[src/rtl/coin_pulse_conditioner_if.sv]
// Coin sensor / coin pulse bundle between the sensor front end and the vending FSM.
// master drives the sensor levels and controls, slave is the conditioner.
interface coin_pulse_conditioner_if;
    logic       ena;
    logic       raw_x;
    logic       raw_y;
    logic       tot_clr;
    logic       coin_x;
    logic       coin_y;
    logic [7:0] coin_total;
    logic       pend_ovf;

    modport master (
        output ena, raw_x, raw_y, tot_clr,
        input  coin_x, coin_y, coin_total, pend_ovf
    );

    modport slave (
        input  ena, raw_x, raw_y, tot_clr,
        output coin_x, coin_y, coin_total, pend_ovf
    );
endinterface

[src/rtl/coin_pulse_conditioner.sv]
// Raw coin sensor levels -> synchronise, debounce, edge-detect, pend, arbitrate
// into single-cycle coin pulses; also keeps a saturating rupee total.
module coin_pulse_conditioner #(
    parameter int unsigned DB_CYCLES = 16,
    parameter int unsigned DB_W      = 5,
    parameter int unsigned GAP       = 1
) (
    input logic                     clk,
    input logic                     rst_n,
    coin_pulse_conditioner_if.slave cp
);
    localparam int unsigned       GAP_W    = (GAP > 0) ? $clog2(GAP + 1) : 1;
    localparam logic [DB_W-1:0]   DB_LAST  = DB_W'(DB_CYCLES - 1);
    localparam logic [GAP_W-1:0]  GAP_LOAD = GAP_W'(GAP);

    typedef enum logic {
        ARB_IDLE,
        ARB_GAP
    } arb_state_e;

    // Channel index 0 is the 1-rupee (x) sensor, index 1 the 2-rupee (y) sensor.
    logic [1:0]            raw;
    logic [1:0]            s1_q, s1_d;
    logic [1:0]            s2_q, s2_d;
    logic [1:0]            stable_q, stable_d;
    logic [1:0][DB_W-1:0]  cnt_q, cnt_d;
    logic [1:0]            pend_q, pend_d;
    logic [1:0]            rise;
    logic                  pend_ovf_q, pend_ovf_d;
    logic [7:0]            total_q, total_d;
    logic [8:0]            total_sum;
    logic                  emit_x, emit_y;

    arb_state_e            state_q;
    logic [GAP_W-1:0]      gap_cnt_q;
    logic                  coin_x_q, coin_y_q;

    assign raw    = {cp.raw_y, cp.raw_x};
    assign emit_x = cp.ena && (state_q == ARB_IDLE) && pend_q[0];
    assign emit_y = cp.ena && (state_q == ARB_IDLE) && !pend_q[0] && pend_q[1];

    always_comb begin
        s1_d       = s1_q;
        s2_d       = s2_q;
        stable_d   = stable_q;
        cnt_d      = cnt_q;
        pend_d     = pend_q;
        pend_ovf_d = pend_ovf_q;
        rise       = '0;
        if (cp.ena) begin
            s1_d = raw;
            s2_d = s1_q;
            for (int unsigned i = 0; i < 2; i++) begin
                if (s2_q[i] != stable_q[i]) begin
                    if (cnt_q[i] == DB_LAST) begin
                        stable_d[i] = s2_q[i];
                        cnt_d[i]    = '0;
                        rise[i]     = s2_q[i];
                    end else begin
                        cnt_d[i] = cnt_q[i] + 1'b1;
                    end
                end else begin
                    cnt_d[i] = '0;
                end
            end
            // Emission releases the flag before the new event is merged in, so a coin
            // accepted on the emitting edge is kept rather than counted as an overflow.
            if (emit_x) pend_d[0] = 1'b0;
            if (emit_y) pend_d[1] = 1'b0;
            for (int unsigned i = 0; i < 2; i++) begin
                if (rise[i]) begin
                    if (pend_d[i]) pend_ovf_d = 1'b1;
                    pend_d[i] = 1'b1;
                end
            end
        end
    end

    always_comb begin
        total_sum = {1'b0, total_q} + (emit_y ? 9'd2 : (emit_x ? 9'd1 : 9'd0));
        total_d   = total_q;
        if (cp.ena) begin
            if (cp.tot_clr) begin
                total_d = emit_y ? 8'd2 : (emit_x ? 8'd1 : 8'd0);
            end else if (total_sum[8]) begin
                total_d = '1;
            end else begin
                total_d = total_sum[7:0];
            end
        end
    end

    always_ff @(posedge clk or negedge rst_n) begin
        if (!rst_n) begin
            s1_q       <= '0;
            s2_q       <= '0;
            stable_q   <= '0;
            cnt_q      <= '0;
            pend_q     <= '0;
            pend_ovf_q <= 1'b0;
            total_q    <= '0;
        end else begin
            s1_q       <= s1_d;
            s2_q       <= s2_d;
            stable_q   <= stable_d;
            cnt_q      <= cnt_d;
            pend_q     <= pend_d;
            pend_ovf_q <= pend_ovf_d;
            total_q    <= total_d;
        end
    end

    // Arbiter: emits at most one coin per cycle, x before y, then idles for GAP cycles.
    always_ff @(posedge clk or negedge rst_n) begin
        if (!rst_n) begin
            state_q   <= ARB_IDLE;
            gap_cnt_q <= '0;
            coin_x_q  <= 1'b0;
            coin_y_q  <= 1'b0;
        end else if (!cp.ena) begin
            coin_x_q <= 1'b0;
            coin_y_q <= 1'b0;
        end else begin
            coin_x_q <= emit_x;
            coin_y_q <= emit_y;
            if (state_q == ARB_IDLE) begin
                if ((emit_x || emit_y) && (GAP > 0)) begin
                    state_q   <= ARB_GAP;
                    gap_cnt_q <= GAP_LOAD;
                end
            end else begin
                if (gap_cnt_q <= GAP_W'(1)) begin
                    state_q <= ARB_IDLE;
                end else begin
                    gap_cnt_q <= gap_cnt_q - 1'b1;
                end
            end
        end
    end

    assign cp.coin_x     = coin_x_q;
    assign cp.coin_y     = coin_y_q;
    assign cp.coin_total = total_q;
    assign cp.pend_ovf   = pend_ovf_q;

endmodule

[src/flat_wrapper.sv]
// flat-port wrapper written by rule: the top's interface ports become plain ports
module coin_pulse_conditioner_flat 
#(
    parameter int unsigned DB_CYCLES = 16,
    parameter int unsigned DB_W      = 5,
    parameter int unsigned GAP       = 1
)
  (clk, rst_n, cp_ena, cp_raw_x, cp_raw_y, cp_tot_clr, cp_coin_x, cp_coin_y, cp_coin_total, cp_pend_ovf);
  coin_pulse_conditioner_if cp_i ();
  input logic clk;
  input logic rst_n;
  input wire logic [$bits(cp_i.ena)-1:0] cp_ena;
  input wire logic [$bits(cp_i.raw_x)-1:0] cp_raw_x;
  input wire logic [$bits(cp_i.raw_y)-1:0] cp_raw_y;
  input wire logic [$bits(cp_i.tot_clr)-1:0] cp_tot_clr;
  output wire logic [$bits(cp_i.coin_x)-1:0] cp_coin_x;
  output wire logic [$bits(cp_i.coin_y)-1:0] cp_coin_y;
  output wire logic [$bits(cp_i.coin_total)-1:0] cp_coin_total;
  output wire logic [$bits(cp_i.pend_ovf)-1:0] cp_pend_ovf;
  assign cp_i.ena = cp_ena;
  assign cp_i.raw_x = cp_raw_x;
  assign cp_i.raw_y = cp_raw_y;
  assign cp_i.tot_clr = cp_tot_clr;
  assign cp_coin_x = cp_i.coin_x;
  assign cp_coin_y = cp_i.coin_y;
  assign cp_coin_total = cp_i.coin_total;
  assign cp_pend_ovf = cp_i.pend_ovf;
  coin_pulse_conditioner #(.DB_CYCLES(DB_CYCLES), .DB_W(DB_W), .GAP(GAP)) u_core (.clk(clk), .rst_n(rst_n), .cp(cp_i));
endmodule
[config.mk]
export PLATFORM = sky130hd
export DESIGN_NAME = coin_pulse_conditioner_flat
export DESIGN_NICKNAME = d
export VERILOG_FILES = /design/src/rtl/coin_pulse_conditioner_if.sv /design/src/rtl/coin_pulse_conditioner.sv /design/src/flat_wrapper.sv
export SDC_FILE = /design/constraint.sdc
export NUM_CORES = 1
export LEC_CHECK = 0
export CAP_MARGIN = 0
export CELL_PAD_IN_SITES_DETAIL_PLACEMENT = 1
export CELL_PAD_IN_SITES_GLOBAL_PLACEMENT = 1
export CORE_MARGIN = 2
export CORE_UTILIZATION = 46
export DETAILED_ROUTE_END_ITERATION = 8
export GPL_TIMING_DRIVEN = 0
export HOLD_SLACK_MARGIN = 0.15
export PLACE_DENSITY = 0.79
export SYNTH_ARGS = -nofsm -noshare
export SYNTH_HDL_FRONTEND = slang
export SYNTH_SLANG_ARGS = --single-unit
[constraint.sdc]
create_clock -name clk -period 4.7 [get_ports clk]
set_clock_uncertainty 0.15 [all_clocks]
set_input_delay 0.94 -clock clk [delete_from_list [all_inputs] [get_ports clk]]
set_output_delay 0.94 -clock clk [all_outputs]
set_load 0.02 [all_outputs]
[After elaboration in Yosys (flattened, before gate mapping)]
Cells that the tools add are included.
Storage, ports and cells
  word-level logic and storage cells: 68
  output and inout port bits: 11
  input port bits: 6
  register bits: 31
Operators by class
  $add $sub $neg: 4
  bitwise operators: 1
  eq/ne operators: 5
  muxes and demuxes: 34
  $lt $le $gt $ge: 1
  reductions and logical operators: 10
Operators with widths (count)
  $mux 1: 26
  $mux 8: 3
  $mux 5: 4
  $add 5x1->5 const B: 2
  $eq 5x4->1 const B: 2
  $add 8x9->9: 1
  $mux 9: 1
  $reduce_and 3->1: 3
  $logic_and 1x1->1: 4
  $ne 1x1->1: 2
  $ne 2x2->1 const B: 1
  $reduce_bool 2->1: 1
  $le 1x1->1 const B: 1
  $logic_not 1->1: 1
  $logic_or 1x1->1: 1
  $not 1->1: 1
  $sub 1x1->1 const B: 1

[Depth between registers and ports, before layout]
Gate-level depths: netlist of run 1.
  word-level depth: 9
  gate-level depth with buffers: 8

[Worst setup path after synthesis of run 1]
No wires, ideal clock.
  path kind: input to register
  start: in cp_ena
  end: reg u_core.total_q[3] (netlist: u_core.cp.coin_total[3])
  data required time: 4.404 ns
  library setup time: 0.146 ns
  stages: 8
  slack: 1.923 ns
  path buffers: 1
  arrival: 2.481 ns
  path through: inv_2 -> buf_1 -> nor3_1 -> ha_1 -> fa_1 -> nand4_1 -> o2111a_1 -> a221oi_1
Between the ends
  cells in the longest elaborated chain, start to end: 7
  elaborated cells between the ends (all ways): 9
RTL lines
  from (decl): RTL line flat_wrapper.sv:12  | input wire logic [$bits(cp_i.ena)-1:0] cp_ena;
  $logic_and 1x1->1: RTL line coin_pulse_conditioner.sv:39, coin_pulse_conditioner.sv:40
  $logic_and 1x1->1 (on tied branches): RTL line coin_pulse_conditioner.sv:39, coin_pulse_conditioner.sv:40
  $mux 1 or $logic_and 1x1->1 (tied branches): RTL line coin_pulse_conditioner.sv:80, coin_pulse_conditioner.sv:40
  $mux 9: RTL line coin_pulse_conditioner.sv:80  | total_sum = {1'b0, total_q} + (emit_y ? 9'd2 : (emit_x ? 9'd1 : 9'd0));
  $add 8x9->9: RTL line coin_pulse_conditioner.sv:80
  $mux 8: RTL line coin_pulse_conditioner.sv:85  | end else if (total_sum[8]) begin
  $mux 8: RTL line coin_pulse_conditioner.sv:83  | if (cp.tot_clr) begin
  to (signal assigned): RTL line coin_pulse_conditioner.sv:109  | total_q <= total_d;
  to (decl): RTL line coin_pulse_conditioner.sv:30  | logic [7:0] total_q, total_d;
Parallel ways exist; a longest one is shown, timed or not.
A chain may end at the register's enable or synchronous reset.

[Worst setup path in the final report of run 1]
Ends and elaborated chain as after synthesis.

==> results of run 1 <==
-- report_power, final --
| part | total (W) | switching, W | internal, W |
|---|---|---|---|
| logic | 0.0000744 | 0.0000429 | 0.0000315 |
| registers | 0.000294 | 0.0000177 | 0.000276 |
| clock network | 0.000202 | 0.0000915 | 0.000110 |
| total | 0.000570 | 0.000152 | 0.000418 |
-- worst register-to-register path, stage by stage, from the launching register on --
cell and delay [ns]:
dfrtp_1 0.45, or3b_2 0.54, nor2_1 0.21, fa_1 0.37, nand4_1 0.28, o2111a_1 0.32
a221oi_1 0.23
-- through the flow --
| step | util | area (µm²) |
|---|---|---|
| global route | 0.5794 | 1798 |
| finish | 0.5794 | 1798 |
| detailed placement | 0.5560 | 1725 |
| CTS | 0.5810 | 1803 |
| floorplan | - | 1520 |
| global placement | 0.5560 | 1725 |
-- cell type report --
class                           instances  area share
Tap cell                               44     0.03062
Buffer                                  5     0.01183
Timing Repair Buffer                   15     0.08072
Multi-Input combinational cell        100      0.3953
Sequential cell                        30      0.4175
Clock buffer                            5     0.02088
Clock inverter                          3     0.02227
Inverter                               10     0.02088
-- cells by family (layout without fill, tap and decap cells) --
logic type | after synthesis | count (layout) | synth area share
buf+inv | 15 | 38 | 0.03868
fa+ha+maj | 5 | 5 | 0.04609
simple gates | 45 | 45 | 0.1687
xor+xnor | 2 | 2 | 0.01646
compound gates | 39 | 39 | 0.1720
flops | 30 | 30 | 0.4938
mux | 9 | 9 | 0.06420
-- Yosys cell counts (2+ instances only) --
library cell,number,area [µm²]
dfrtp_1,30,750.7
a21oi_1,10,50.05
inv_1,9,33.78
o21ai_0,9,45.04
nand3_1,8,40.04
nor2_1,7,26.28
mux2_2,6,67.56
a31oi_1,5,31.28
nand2_1,5,18.77
and3_1,4,25.02
ha_1,4,50.05
a221oi_1,3,26.28
mux2i_1,3,30.03
nand4_1,3,18.77
nor2b_1,3,18.77
nor3_1,3,15.01
a22o_1,2,17.52
a41oi_1,2,17.52
buf_1,2,7.510
buf_2,2,10.01
nand2b_1,2,12.51
o2bb2ai_1,2,17.52
-- metal layers --
layer	wire length [µm]	vias up	GRT usage	share of wire
li1	-	585	-	-
met5	0	-	0	0
met2	1801	25	0.3759	0.52
met4	0	0	0.07295	0
met1	1549	627	0.2737	0.45
met3	119	0	0.05672	0.034
-- flip-flops by register name (all words and copies together) (netlist names) --
signal,count
u_core.cnt_q,10
u_core.cp.coin_total,8
u_core.pend_q,2
u_core.s1_q,2
u_core.s2_q,2
u_core.stable_q,2
u_core.cp.coin_x,1
u_core.cp.coin_y,1
u_core.cp.pend_ovf,1
u_core.state_q,1
-- path summary, 6_finish.rpt --
path / start / slack [ns] / endpoint / depth (start not counted)
max in group asynchronous: rst_n / 3.48 / u_core.cnt_q[1] / 1
hold / removal: u_core.cp.pend_ovf / 0.34 / u_core.cp.pend_ovf / 1
hold reg to reg: u_core.cp.pend_ovf / 0.34 / u_core.cp.pend_ovf / 1
setup / recovery: cp_ena / 1.11 / u_core.cp.coin_total[3] / 9
setup reg to reg: u_core.state_q / 2.07 / u_core.cp.coin_total[3] / 6
min in group asynchronous: rst_n / 0.48 / u_core.cp.coin_total[1] / 1
==> results.md, run 1 <==
- Wire length per cell: 16.37 µm
- Slowest-stage cell, CP: clkdlybuf4s50_1
- Max_cap viols: 0
- CP required: 4.79 ns
- Synth-to-layout area growth: 18.27%
- Initial antenna violation count: 0
- Final Hold Viols: 0
- Area occupied by multi-input gates: 710.7 µm²
- Synthesis Warnings: 0
- Global-route wire length before repair: 6058 µm
- Commonest non-fill, non-tap cell in the layout: dfrtp_1
- Crit-path leading delay family: buffers and inverters
- # hold bufs at CTS: 0
- Worst-path cell chain: clkdlybuf4s50_1, inv_2, buf_1, nor3_1, ha_1, fa_1, nand4_1, o2111a_1, a221oi_1
- Post-synthesis net count: 156
- Final WL: 3471 µm
- Min-delay worst type: reg -> reg
- Dpl cells: 204
- CP startpoint kind: primary input
- Drt pass-1 iters: 4
- Vias in the first global route: 1296
- Vias per Instance: 5.835
- Worst-Margin Slew: 0.6654 ns
- Syn Area/Cell: 10.48 µm²
- Fin Setup TNS: 0 ns
- Clock-pin slew on the worst setup and hold paths: 0.10 ns
- Die Y: 61.49 µm
- Crit path arrival time: 3.68 ns
- Number of synthesized flops with an enable pin: 0
- Drt initial violations: 43
- Starting Density: 0.4899
- Pins Over Slew Limit: 0
- N_diodes: 0
- Pwr/cell area: 316.9 nW/µm²
- Most used cells in the layout excluding fill and tap cells: dfrtp_1 (30), clkdlybuf4s50_1 (14), a21oi_1 (10)
- DR vias: 1237
- Sequential area share after synthesis: 0.4938
- Max incr delay on CP: 0.65 ns
- Overall power: 0.0005698 W
- Fmax: 0.2783 GHz
- Fin crit share: 0.7646
- CTS max path bufs: 2
- Post-Layout Cell Count: 212
- Die area: 3780 µm²
- Distinct cell type count after synthesis: 43
- DP HPWL: 2515 µm
- Post_cts resized: 0
- GP Congestion: 0.7916
- Largest net degree at the start of global routing: 31
- Worst Path Buf+Inv: 3
- Die width: 61.49 µm
- Lkg Pwr: 0.7936 nW
- CTS tree: yes
- Worst vdd ir: 229.0 µV
- Layout cell share with drive strength beyond 1: 0.1250
- Final Setup Violations: 0
- # DRC: 0
- Final Worst Setup Slack: 1.107 ns
- Critical path capture point type: register
- Synth Instances: 145
- I/O pins: 17
- TritonCTS buffer count: 5
- Ys async rst share: 1.000
- WS Path Type: in -> reg
- Port bufs: 15
- Row cnt: 20
- Worst-Skew Late Latency: 0.33 ns
- Fin crit period: 3.593 ns
- Post-Syn Area: 1520 µm²
- ANT nets after route: 0
- Core Region: 3103 µm²
- CTS sink cnt: 30
- Register area: 750.7 µm²
- Slew HR: 0.5564
- GRT Residual Overflow: 0
- Status: finished clean
- Root buf cell: clkbuf_4
- Total track usage: 0.2211
- Crit path max fanout: 10
- Flops & latches, synth: 30
- Setup fix buffers added after clock tree synthesis: 0
- CTS H-tree depth: 2
- Nets: 178
- Hold Slack: 0.3419 ns
- Fillers: 380
- RSZ-0062 raised after global routing: false
- DP Worst Slack: 0.7567 ns
- Primary FF master, synth: dfrtp_1
Power figures use the tool's default switching activity.
==> run 2: changes to the inputs <==
CORE_UTILIZATION = 39   (was 46)
PLACE_DENSITY = 0.71   (was 0.79)
clock period = 3.15 ns   (was 4.7 ns; I/O delays follow)
==> run 2 against run 1 <==
Wire length grew 1.2%. Critical path depth is the same. Sequential power grew 49%. Core utilization shrank 9.0 points. Hold slack lost 0.11 ns. Critical path type unchanged. Largest cell class unchanged. Largest power group unchanged.
==> results.md, run 2 (same netlist as run 1, synthesis figures left out) <==
- Most used cells in the layout excluding fill and tap cells: dfrtp_1 (30), clkdlybuf4s50_1 (13), a21oi_1 (10)
- DP HPWL: 2554 µm (+1.6%)
- Final Setup Violations: 0 (unchanged)
- CTS tree: yes
- ANT nets after route: 0 (unchanged)
- CTS max path bufs: 2 (unchanged)
- I/O pins: 17 (unchanged)
- Layout cell share with drive strength beyond 1: 0.1250 (unchanged)
- Pins Over Slew Limit: 0 (unchanged)
- Max_cap viols: 0 (unchanged)
- Initial antenna violation count: 0 (unchanged)
- Vias per Instance: 5.769 (-1.1%)
- Status: finished clean
- Fin crit share: 0.9156
- Largest net degree at the start of global routing: 31 (unchanged)
- Worst-Skew Late Latency: 0.28 ns (-0.05 ns)
- Worst Reg2Reg Path Length in Cells: 6 (unchanged)
- GP Congestion: 0.7714 (-2.6%)
- Die Y: 66.44 µm (+8.1%)
- Global-route wire length before repair: 6306 µm (+4.1%)
- CP startpoint kind: primary input
- Pwr/cell area: 473.0 nW/µm² (+49%)
- Post-Layout Cell Count: 216 (+1.9%)
- Most flops, register: u_core.cnt_q
- DR vias: 1246 (+0.73%)
- Clock-pin slew on the worst setup and hold paths: 0.06 ns (-0.04 ns)
- Nets: 178 (unchanged)
- N_diodes: 0 (unchanged)
- Row cnt: 22 (+10%)
- Crit path arrival time: 2.91 ns (-0.77 ns)
- RSZ-0062 raised after global routing: false
- Fillers: 438 (+15%)
- Root buf cell: clkbuf_8
- Reg-to-reg endpoint: u_core.cp.coin_total[3]
- Worst-Margin Slew: 0.6693 ns (+0.003938 ns)
- Port bufs: 15 (unchanged)
- Commonest non-fill, non-tap cell in the layout: dfrtp_1
- WS Path Type: in -> reg
- Worst vdd ir: 209.7 µV (-8.4%)
- CTS sink cnt: 30 (unchanged)
- Area occupied by multi-input gates: 713.2 µm² (+0.35%)
- Register area: 750.7 µm² (unchanged)
- Largest register FFs: 10 (unchanged)
- Total track usage: 0.1912 (-0.02986)
- Dpl cells: 208 (+2.0%)
- Final Hold Viols: 0 (unchanged)
- Starting Density: 0.4091 (-0.08083)
- Slew HR: 0.5538 (-0.002625)
- Vias in the first global route: 1380 (+6.5%)
- Min-delay worst type: in -> async
- Synth-to-layout area growth: 19.67%
- GRT Residual Overflow: 0 (unchanged)
- Wire length per cell: 16.26 µm (-0.66%)
- CP required: 3.17 ns (-1.62 ns)
- TritonCTS buffer count: 5 (unchanged)
- Lkg Pwr: 0.7954 nW (+0.23%)
- # hold bufs at CTS: 0 (unchanged)
- Die area: 4414 µm² (+17%)
- Die width: 66.44 µm (+8.1%)
- Fmax: 0.3467 GHz
- CTS H-tree depth: 2 (unchanged)
- R2r setup slk: 0.62 ns (-1.45 ns)
- Core Region: 3716 µm² (+20%)
- Drt pass-1 iters: 4 (unchanged)
- Fin crit period: 2.884 ns
- Drt initial violations: 50 (+16%)
- # DRC: 0 (unchanged)
- Overall power: 0.0008605 W (+51%)
- Worst R2R Start: u_core.state_q
- Critical path capture point type: register
- Crit path max fanout: 10 (unchanged)
- Final WL: 3513 µm (+1.2%)
[run 2: metrics by stage]
stage	util	setup TNS, ns	hold WS, ns	worst slack, ns	area, µm²
floorplan	-	0	0.1844	0.6825	1520
global placement	0.4657	-1.884	0.3262	-0.3743	1730
detailed placement	0.4657	-2.434	0.3332	-0.4582	1730
CTS	0.4906	0	0.3512	0.1851	1823
global route	0.4896	0	0.2714	0.007772	1819
finish	0.4896	0	0.2360	0.2659	1819
[run 2: timing repair]
action                                  in CTS  in global routing
gates resized for setup                      2                  1
setup buffers                                0                  0
cloned                                       0                  0
endpoints found under the setup margin       5                  1
endpoints found under the hold margin        0                  0
[run 2: critical path: stages]
cell and delay (ns):
clkdlybuf4s15_1 0.35, inv_2 0.16, buf_1 0.26, nor3_1 0.23
ha_1 0.23, fa_2 0.30, nand4_1 0.21, o2111a_1 0.30
a221oi_1 0.24
[run 2: how the worst max path moves through the flow]
stage,startpoint,endpoint,slack (ns),depth (start not counted)
global route,cp_ena,u_core.cp.coin_total[3],0.008,9
CTS,cp_ena,u_core.cp.coin_total[3],0.19,9
global placement,cp_ena,u_core.cp.coin_total[3],-0.37,9
finish,cp_ena,u_core.cp.coin_total[3],0.27,9
floorplan,cp_ena,u_core.cp.coin_total[3],0.68,8
detailed placement,cp_ena,u_core.cp.coin_total[3],-0.46,9
[run 2: area by class of cell]
class / count / share of cell area
clock inverters: 1 / 0.002751
flip-flops and latches: 30 / 0.4127
well taps: 48 / 0.03301
plain buffers: 5 / 0.01169
repair buffers: 15 / 0.07978
clock buffers: 7 / 0.04746
multi-input cells: 100 / 0.3920
inverters: 10 / 0.02063
[run 2: report_power, final]
part	total (W)	switching, W	internal [W]
sequential	0.000439	0.0000262	0.000413
combinational	0.000111	0.0000641	0.0000469
clock	0.000311	0.000135	0.000176
total	0.000861	0.000225	0.000635
[run 2: routing by layer]
layer	global-route usage	up-vias	wire length, µm
met4	0.08163	0	56
met3	0.03578	7	87
li1	-	580	-
met5	0	-	0
met2	0.3175	15	1744
met1	0.2421	644	1625
==> run 3: changes to the inputs <==
GPL_ROUTABILITY_DRIVEN = 0   (was unset)
==> results of run 3 <==
The final DEF is identical to that of run 2; final timing and power are the same.
